File: src/rtl/square_wave_meter.sv
// square_wave_meter: measures the period of a square wave on sq_in's MSB,
// counted in clk cycles from one rising edge to the next, and presents each
// measurement through a valid/ready output with sticky overrun and timeout
// flags.
// Optional build macro: SQUARE_WAVE_METER_AVG_EN -- present the truncated
// mean of every four consecutive captures instead of every capture.
module square_wave_meter #(
  parameter int resolution_bits = 8,
  parameter int counter_width   = 16
) (
  input  logic                       clk,
  input  logic                       reset,
  input  logic [resolution_bits-1:0] sq_in,
  output logic [counter_width-1:0]   period_out,
  output logic                       period_valid,
  input  logic                       period_ready,
  output logic                       overrun,
  output logic                       timeout
);

  typedef enum logic [0:0] {
    ST_IDLE    = 1'b0,
    ST_MEASURE = 1'b1
  } state_t;

  localparam logic [counter_width-1:0] CNT_MAX  = {counter_width{1'b1}};
  localparam logic [counter_width-1:0] CNT_ZERO = {counter_width{1'b0}};
  localparam logic [counter_width-1:0] CNT_ONE  = {{(counter_width-1){1'b0}}, 1'b1};

  // Synchronizer and edge-history flops.
  logic s1_r;
  logic s2_r;
  logic s3_r;

  // Measurement state.
  state_t                   state_r;
  logic [counter_width-1:0] cnt_r;
  logic                     timeout_r;

  // Output register set.
  logic [counter_width-1:0] period_out_r;
  logic                     period_valid_r;
  logic                     overrun_r;

  // Decoded events.
  logic                     rise_s;
  logic                     capture_s;
  logic                     timeout_evt_s;
  logic                     accept_s;
  logic                     load_s;
  logic [counter_width-1:0] load_val_s;

  // Only the MSB carries the level; the lower sample bits are intentionally ignored.
  logic sq_unused_s;
  assign sq_unused_s = ^sq_in;

  assign rise_s        = s2_r & ~s3_r;
  assign capture_s     = (state_r == ST_MEASURE) & rise_s;
  assign timeout_evt_s = (state_r == ST_MEASURE) & ~rise_s & (cnt_r == CNT_MAX);
  assign accept_s      = period_valid_r & period_ready;

`ifdef SQUARE_WAVE_METER_AVG_EN
  // Four-capture averaging: the fourth capture presents (sum of four) >> 2.
  logic [counter_width+1:0] sum_r;
  logic [1:0]               avg_cnt_r;
  logic [counter_width+1:0] sum_next_s;

  assign sum_next_s = sum_r + {2'b00, cnt_r};
  assign load_s     = capture_s & (avg_cnt_r == 2'd3);
  assign load_val_s = sum_next_s[counter_width+1:2];

  // Accumulate captures; a timeout discards any partial group.
  always_ff @(posedge clk) begin
    if (reset) begin
      sum_r     <= {(counter_width+2){1'b0}};
      avg_cnt_r <= 2'd0;
    end else if (timeout_evt_s) begin
      sum_r     <= {(counter_width+2){1'b0}};
      avg_cnt_r <= 2'd0;
    end else if (capture_s) begin
      if (avg_cnt_r == 2'd3) begin
        sum_r     <= {(counter_width+2){1'b0}};
        avg_cnt_r <= 2'd0;
      end else begin
        sum_r     <= sum_next_s;
        avg_cnt_r <= avg_cnt_r + 2'd1;
      end
    end
  end
`else
  assign load_s     = capture_s;
  assign load_val_s = cnt_r;
`endif

  // Two-flop synchronizer for the asynchronous level, plus one history flop for edge detection.
  always_ff @(posedge clk) begin
    if (reset) begin
      s1_r <= 1'b0;
      s2_r <= 1'b0;
      s3_r <= 1'b0;
    end else begin
      s1_r <= sq_in[resolution_bits-1];
      s2_r <= s1_r;
      s3_r <= s2_r;
    end
  end

  // Period FSM: IDLE waits for the first edge, MEASURE counts between edges and saturates into timeout.
  always_ff @(posedge clk) begin
    if (reset) begin
      state_r   <= ST_IDLE;
      cnt_r     <= CNT_ZERO;
      timeout_r <= 1'b0;
    end else begin
      case (state_r)
        ST_IDLE: begin
          if (rise_s) begin
            cnt_r     <= CNT_ONE;
            timeout_r <= 1'b0;
            state_r   <= ST_MEASURE;
          end else begin
            cnt_r     <= CNT_ZERO;
          end
        end
        ST_MEASURE: begin
          if (rise_s) begin
            cnt_r     <= CNT_ONE;
          end else if (cnt_r == CNT_MAX) begin
            cnt_r     <= CNT_ZERO;
            timeout_r <= 1'b1;
            state_r   <= ST_IDLE;
          end else begin
            cnt_r     <= cnt_r + CNT_ONE;
          end
        end
        default: begin
          state_r   <= ST_IDLE;
          cnt_r     <= CNT_ZERO;
          timeout_r <= 1'b0;
        end
      endcase
    end
  end

  // Output handshake: a load wins over an accept; loading onto an unaccepted value flags overrun.
  always_ff @(posedge clk) begin
    if (reset) begin
      period_out_r   <= CNT_ZERO;
      period_valid_r <= 1'b0;
      overrun_r      <= 1'b0;
    end else if (load_s) begin
      period_out_r   <= load_val_s;
      period_valid_r <= 1'b1;
      if (period_valid_r & ~period_ready) begin
        overrun_r <= 1'b1;
      end
    end else if (accept_s) begin
      period_valid_r <= 1'b0;
    end
  end

  assign period_out   = period_out_r;
  assign period_valid = period_valid_r;
  assign overrun      = overrun_r;
  assign timeout      = timeout_r;

endmodule

File: config.mk
export PLATFORM = sky130hd
export DESIGN_NAME = square_wave_meter
export DESIGN_NICKNAME = d
export VERILOG_FILES = /design/src/rtl/square_wave_meter.sv
export SDC_FILE = /design/constraint.sdc
export NUM_CORES = 1
export LEC_CHECK = 0
export ABC_AREA = 1
export ABC_CLOCK_PERIOD_IN_PS = 1900
export CAP_MARGIN = 20
export CORE_ASPECT_RATIO = 1.4
export CORE_MARGIN = 4
export CORE_UTILIZATION = 32
export CTS_BUF_LIST = sky130_fd_sc_hd__clkbuf_8
export DETAILED_ROUTE_END_ITERATION = 10
export DONT_BUFFER_PORTS = 1
export PLACE_DENSITY = 0.57
export SETUP_SLACK_MARGIN = 0.15
export SYNTH_ARGS = -nofsm -noshare
export SYNTH_HDL_FRONTEND = slang
export SYNTH_SLANG_ARGS = --single-unit
export TNS_END_PERCENT = 30
File: constraint.sdc
create_clock -name clk -period 1.9 [get_ports clk]
set_clock_uncertainty 0.05 [all_clocks]
set_input_delay 0.38 -clock clk [delete_from_list [all_inputs] [get_ports clk]]
set_output_delay 0.38 -clock clk [all_outputs]
set_load 0.02 [all_outputs]
# ---- After elaboration in Yosys (flattened, before gate mapping)
# Index checks and enable logic that the tools add are counted.
dict set report totals {
  reg_bits 39
  latchBits 0
  ram_bits 0
  romBits 0
  out_inout_bits 19
  memories 0
}
dict set report classes {
  addsub 1
  n_mul 0
  div_mod_pow 0
  order_cmp 0
  eq_ne 4
  n_shift 0
  n_mux 14
  n_bitwise 7
  reduce_logical 3
}
# op count
set op_table {}
lappend op_table {{$mux 16} 2}
lappend op_table {{$pmux 16 s2} 1}
lappend op_table {{$add 16x1->16 const B} 1}
lappend op_table {{$eq 16x16->1 const B} 1}
lappend op_table {{$mux 1} 9}
lappend op_table {{$and 1x1->1} 4}
lappend op_table {{$ne 2x2->1 const B} 2}
lappend op_table {{$pmux 1 s2} 2}
lappend op_table {{$not 1->1} 3}
lappend op_table {{$reduce_and 3->1} 1}
lappend op_table {{$ne 2x1->1 const B} 1}
lappend op_table {{$reduce_and 2->1} 1}
lappend op_table {{$reduce_bool 2->1} 1}

# ---- Depth between registers and ports, before layout
dict set report depth {
  ltp_word 4
  ltp_mapped 9
  depth_no_buf 8
}

# ---- Worst setup path after synthesis
# Ideal clock, no wire load.
dict set report synth_timing {
  path_kind {register to register}
  startpoint {reg cnt_r[0]}
  endpoint {reg cnt_r[10]}
  arrival_ps 1207
  t_required_ps 1735
  slack_ps 528
  path_stages_with_launch 10
  cell_sequence {dfxtp_1 ha_1 nand2_1 nor2_4 nand2_2 nor2_2 nor2_2 clkinv_2 buf_6 nor2_1}
}
dict set report synth_via {
  elab_chain_cells 4
  word_cells_on_any_way 5
  classes_between {add/sub: 1; eq/ne: 1; mux: 3}
}
# item line_no
set synth_lines {}
lappend synth_lines {{start: declaration} 37} ;# logic [counter_width-1:0] cnt_r;
lappend synth_lines {{start signal: assignment} 133} ;# cnt_r <= cnt_r + CNT_ONE;
lappend synth_lines {{$add 16x1->16 or $eq 16x16->1 (tied branches)} {133, 128}}
lappend synth_lines {{$mux 16 (*)} 128} ;# end else if (cnt_r == CNT_MAX) begin
lappend synth_lines {{$mux 16 (*)} 126} ;# if (rise_s) begin
lappend synth_lines {{$pmux 16 s2 (*)} 115} ;# case (state_r)
# Mark *: on every way between the ends. The rest lies on a longest branch, timed or not.
# A chain may end at the register's enable or synchronous reset.

# ---- Final worst setup path
dict set report layout_timing {
  startpoint {reg cnt_r[0]}
  endpoint {reg cnt_r[14]}
}
# The elaborated chain is that of the path after synthesis.

==> flow_summary.yaml <==
outcome:
  status: "complete, no violations"
global_routing:
  grtUsageTotal_pct: 11.0
  grt_pass1_vias: 1093
  grt_pass1_wl_um: 4950
  antenna_found_initial: 0
  grt_max_degree: 23
  grt-ovfl-total: 0
power:
  leakage_nw: 0.553
  p_per_area_nw_per_um2: 854
  vdd_ir_drop_max_mv: 0.221
sta:
  tightest_slew_ps: 353
  finalHoldViolations: 0
  slew_violations: 0
  fin_tns_setup_ps: 0
  setup_viol: 0
  rsz0062_at_grt: "no"
  worst_slack_ps: 370
  holdWs_ps: 105
  period_share_pct: 80.5
  max_freq_mhz: 654
  slew-limit-headroom_pct: 76.4
  period_minus_slack_ps: 1530
cells_and_area:
  drive_gt1_share_pct: 9.74
  fin_area_um2: 1640
  syn_to_final_growth_pct: 9.33
  post-route-util_pct: 36.2
  num_antenna_cells: 0
  layout.nets: 207
logic_synthesis:
  yosys_register_bits: 39
  syn_avg_cell_area_um2: 7.78
  synth_area_leaders: "dfxtp_1, nand2_1, a21oi_1"
  synth_top_cell_area_share_pct: 52.0
  yosysTopAreaCell: "dfxtp_1"
  syn_inst: 193
  seq_area_frac_synth_pct: 52.0
  synth_flop_cell: "dfxtp_1"
  syn-num-nets: 205
  synth-edff-count: 0
  synth.distinct_cells: 24
  async_flop_share_pct: 0
  syn-cell-area_um2: 1500
  synth.most_common_cell: "nand2_1"
  synthTopCellsByCount: "nand2_1, dfxtp_1, a21oi_1, nor2_1, inv_1"
  synth_warnings: 0
place:
  gp_congestion: 0.748
  detailed_place.area_um2: 1550
  port-buffer-count: 0
  post-place-ws_ps: 324
  dpl.hpwl_um: 2120
setup_path:
  crit_fanout: 14
  cp.arrival_ps: 1650
  start_kind: "flip-flop"
  end_kind: "flip-flop"
  crit_type: "flip-flop to flip-flop"
  required_ps: 2020
drt:
  drtIter0Drc: 45
  wl_um: 2980
  drc: 0
  vias: 1167
  via_per_inst: 4.54
  wl_per_cell_um: 11.6
  ant_nets: 0
  drt_pre_antenna_iters: 4
clock_tree:
  cts_root_buf: "clkbuf_8"
  cts.sinks: 39
  cts_tree: "yes"
  cts_buffer_depth: 2
  clkLatencyLatePin_ps: 280
  clk_pin_slew_ps: 70
  cts_made_buffers: 5
  htreeDepth: 2
floorplan:
  start_util_pct: 33.1
  design.die.area_um2: 5870
  ios: 30
  die_y_um: 89.0
  die_w_um: 65.9
  row_count: 29
  core-area_um2: 4540
job:
  max_cap_violations: 0
worst_hold_path:
  min_path_type: "primary input to flip-flop"
[through the flow]
step | total power, W | cells
after global placement | 0.000869 | 250
after global routing | 0.00146 | 257
after detailed placement | 0.000869 | 250
after floorplan | 0.000870 | 193
final | 0.00140 | 257
after CTS | 0.00142 | 257
[worst paths after layout]
path | start | to | slack [ps] | depth (start not counted)
worst max-delay path | cnt_r[0] | cnt_r[14] | 370 | 8
worst min-delay path | reset | period_out[11] | 110 | 1
worst max register to register | cnt_r[0] | cnt_r[14] | 370 | 8
worst min register to register | s1_r | s2_r | 360 | 2
[flip-flops by register name (all words and copies together), names as in the netlist]
| signal | cells |
|---|---|
| s2_r | 1 |
| timeout | 1 |
| overrun | 1 |
| s3_r | 1 |
| cnt_r | 16 |
| period_valid | 1 |
| period_out | 16 |
| s1_r | 1 |
| state_r | 1 |
[worst max-delay path, cell delays in order, from the launching register on]
cell	delay, ps
dfxtp_1	380
ha_1	180
nand2_1	100
nor2_4	150
nand2_2	120
nor2_2	160
nor2_2	70
inv_4	140
a21oi_1	60
[cells in the final DEF, fill, tap and decap left out, types with 4 or more instances in the layout]
master,count
inv_1,14
nor2_2,5
dfxtp_1,39
nand2_1,48
clkbuf_8,6
o21ai_0,5
nor2_1,23
a21oi_1,23
nand3_1,8
xnor2_1,4
xor2_1,4
[power breakdown]
group / internal, W / switching, W / total (W) / leakage [nW]
logic: 0.00000608 / 0.0000145 / 0.0000206 / 0.191
clock network: 0.000285 / 0.000268 / 0.000552 / 0.0470
registers: 0.000823 / 0.00000606 / 0.000829 / 0.315
[layer usage]
layer | vias up | wire (µm) | track usage [%] | share of wire, %
met5 | - | 0 | 0 | 0
met4 | 0 | 55 | 6.23 | 1.8
met3 | 4 | 124 | 2.64 | 4.2
met2 | 23 | 1550 | 19.9 | 52
met1 | 530 | 1240 | 11.5 | 42
li1 | 610 | - | - | -
[area by class of cell]
type,instances,area [µm²]
clock buffers,6,82.6
clock inverters,1,5.00
fillers,482,2890
inverters,18,70.1
multi-input cells,130,618
flip-flops and latches,39,781
well taps,62,77.6
repair buffers,1,7.51
[kinds of logic after synthesis]
family | Yosys count | share of synthesized area, %
buffers and inverters | 24 | 6.83
xor gates and xnor gates | 8 | 4.67
and+or+nand+nor | 89 | 24.8
AOI/OAI and AO/OA | 32 | 10.9
adders and majority gates | 1 | 0.833
DFF | 39 | 52.0
[timing repair]
action	4_1_cts	5_1_grt
setup buffers	0	0
endpoints found under the setup margin	0	1
hold buffers	0	0
resized for setup	0	1
No activity file was read; power rests on OpenSTA's default activity.
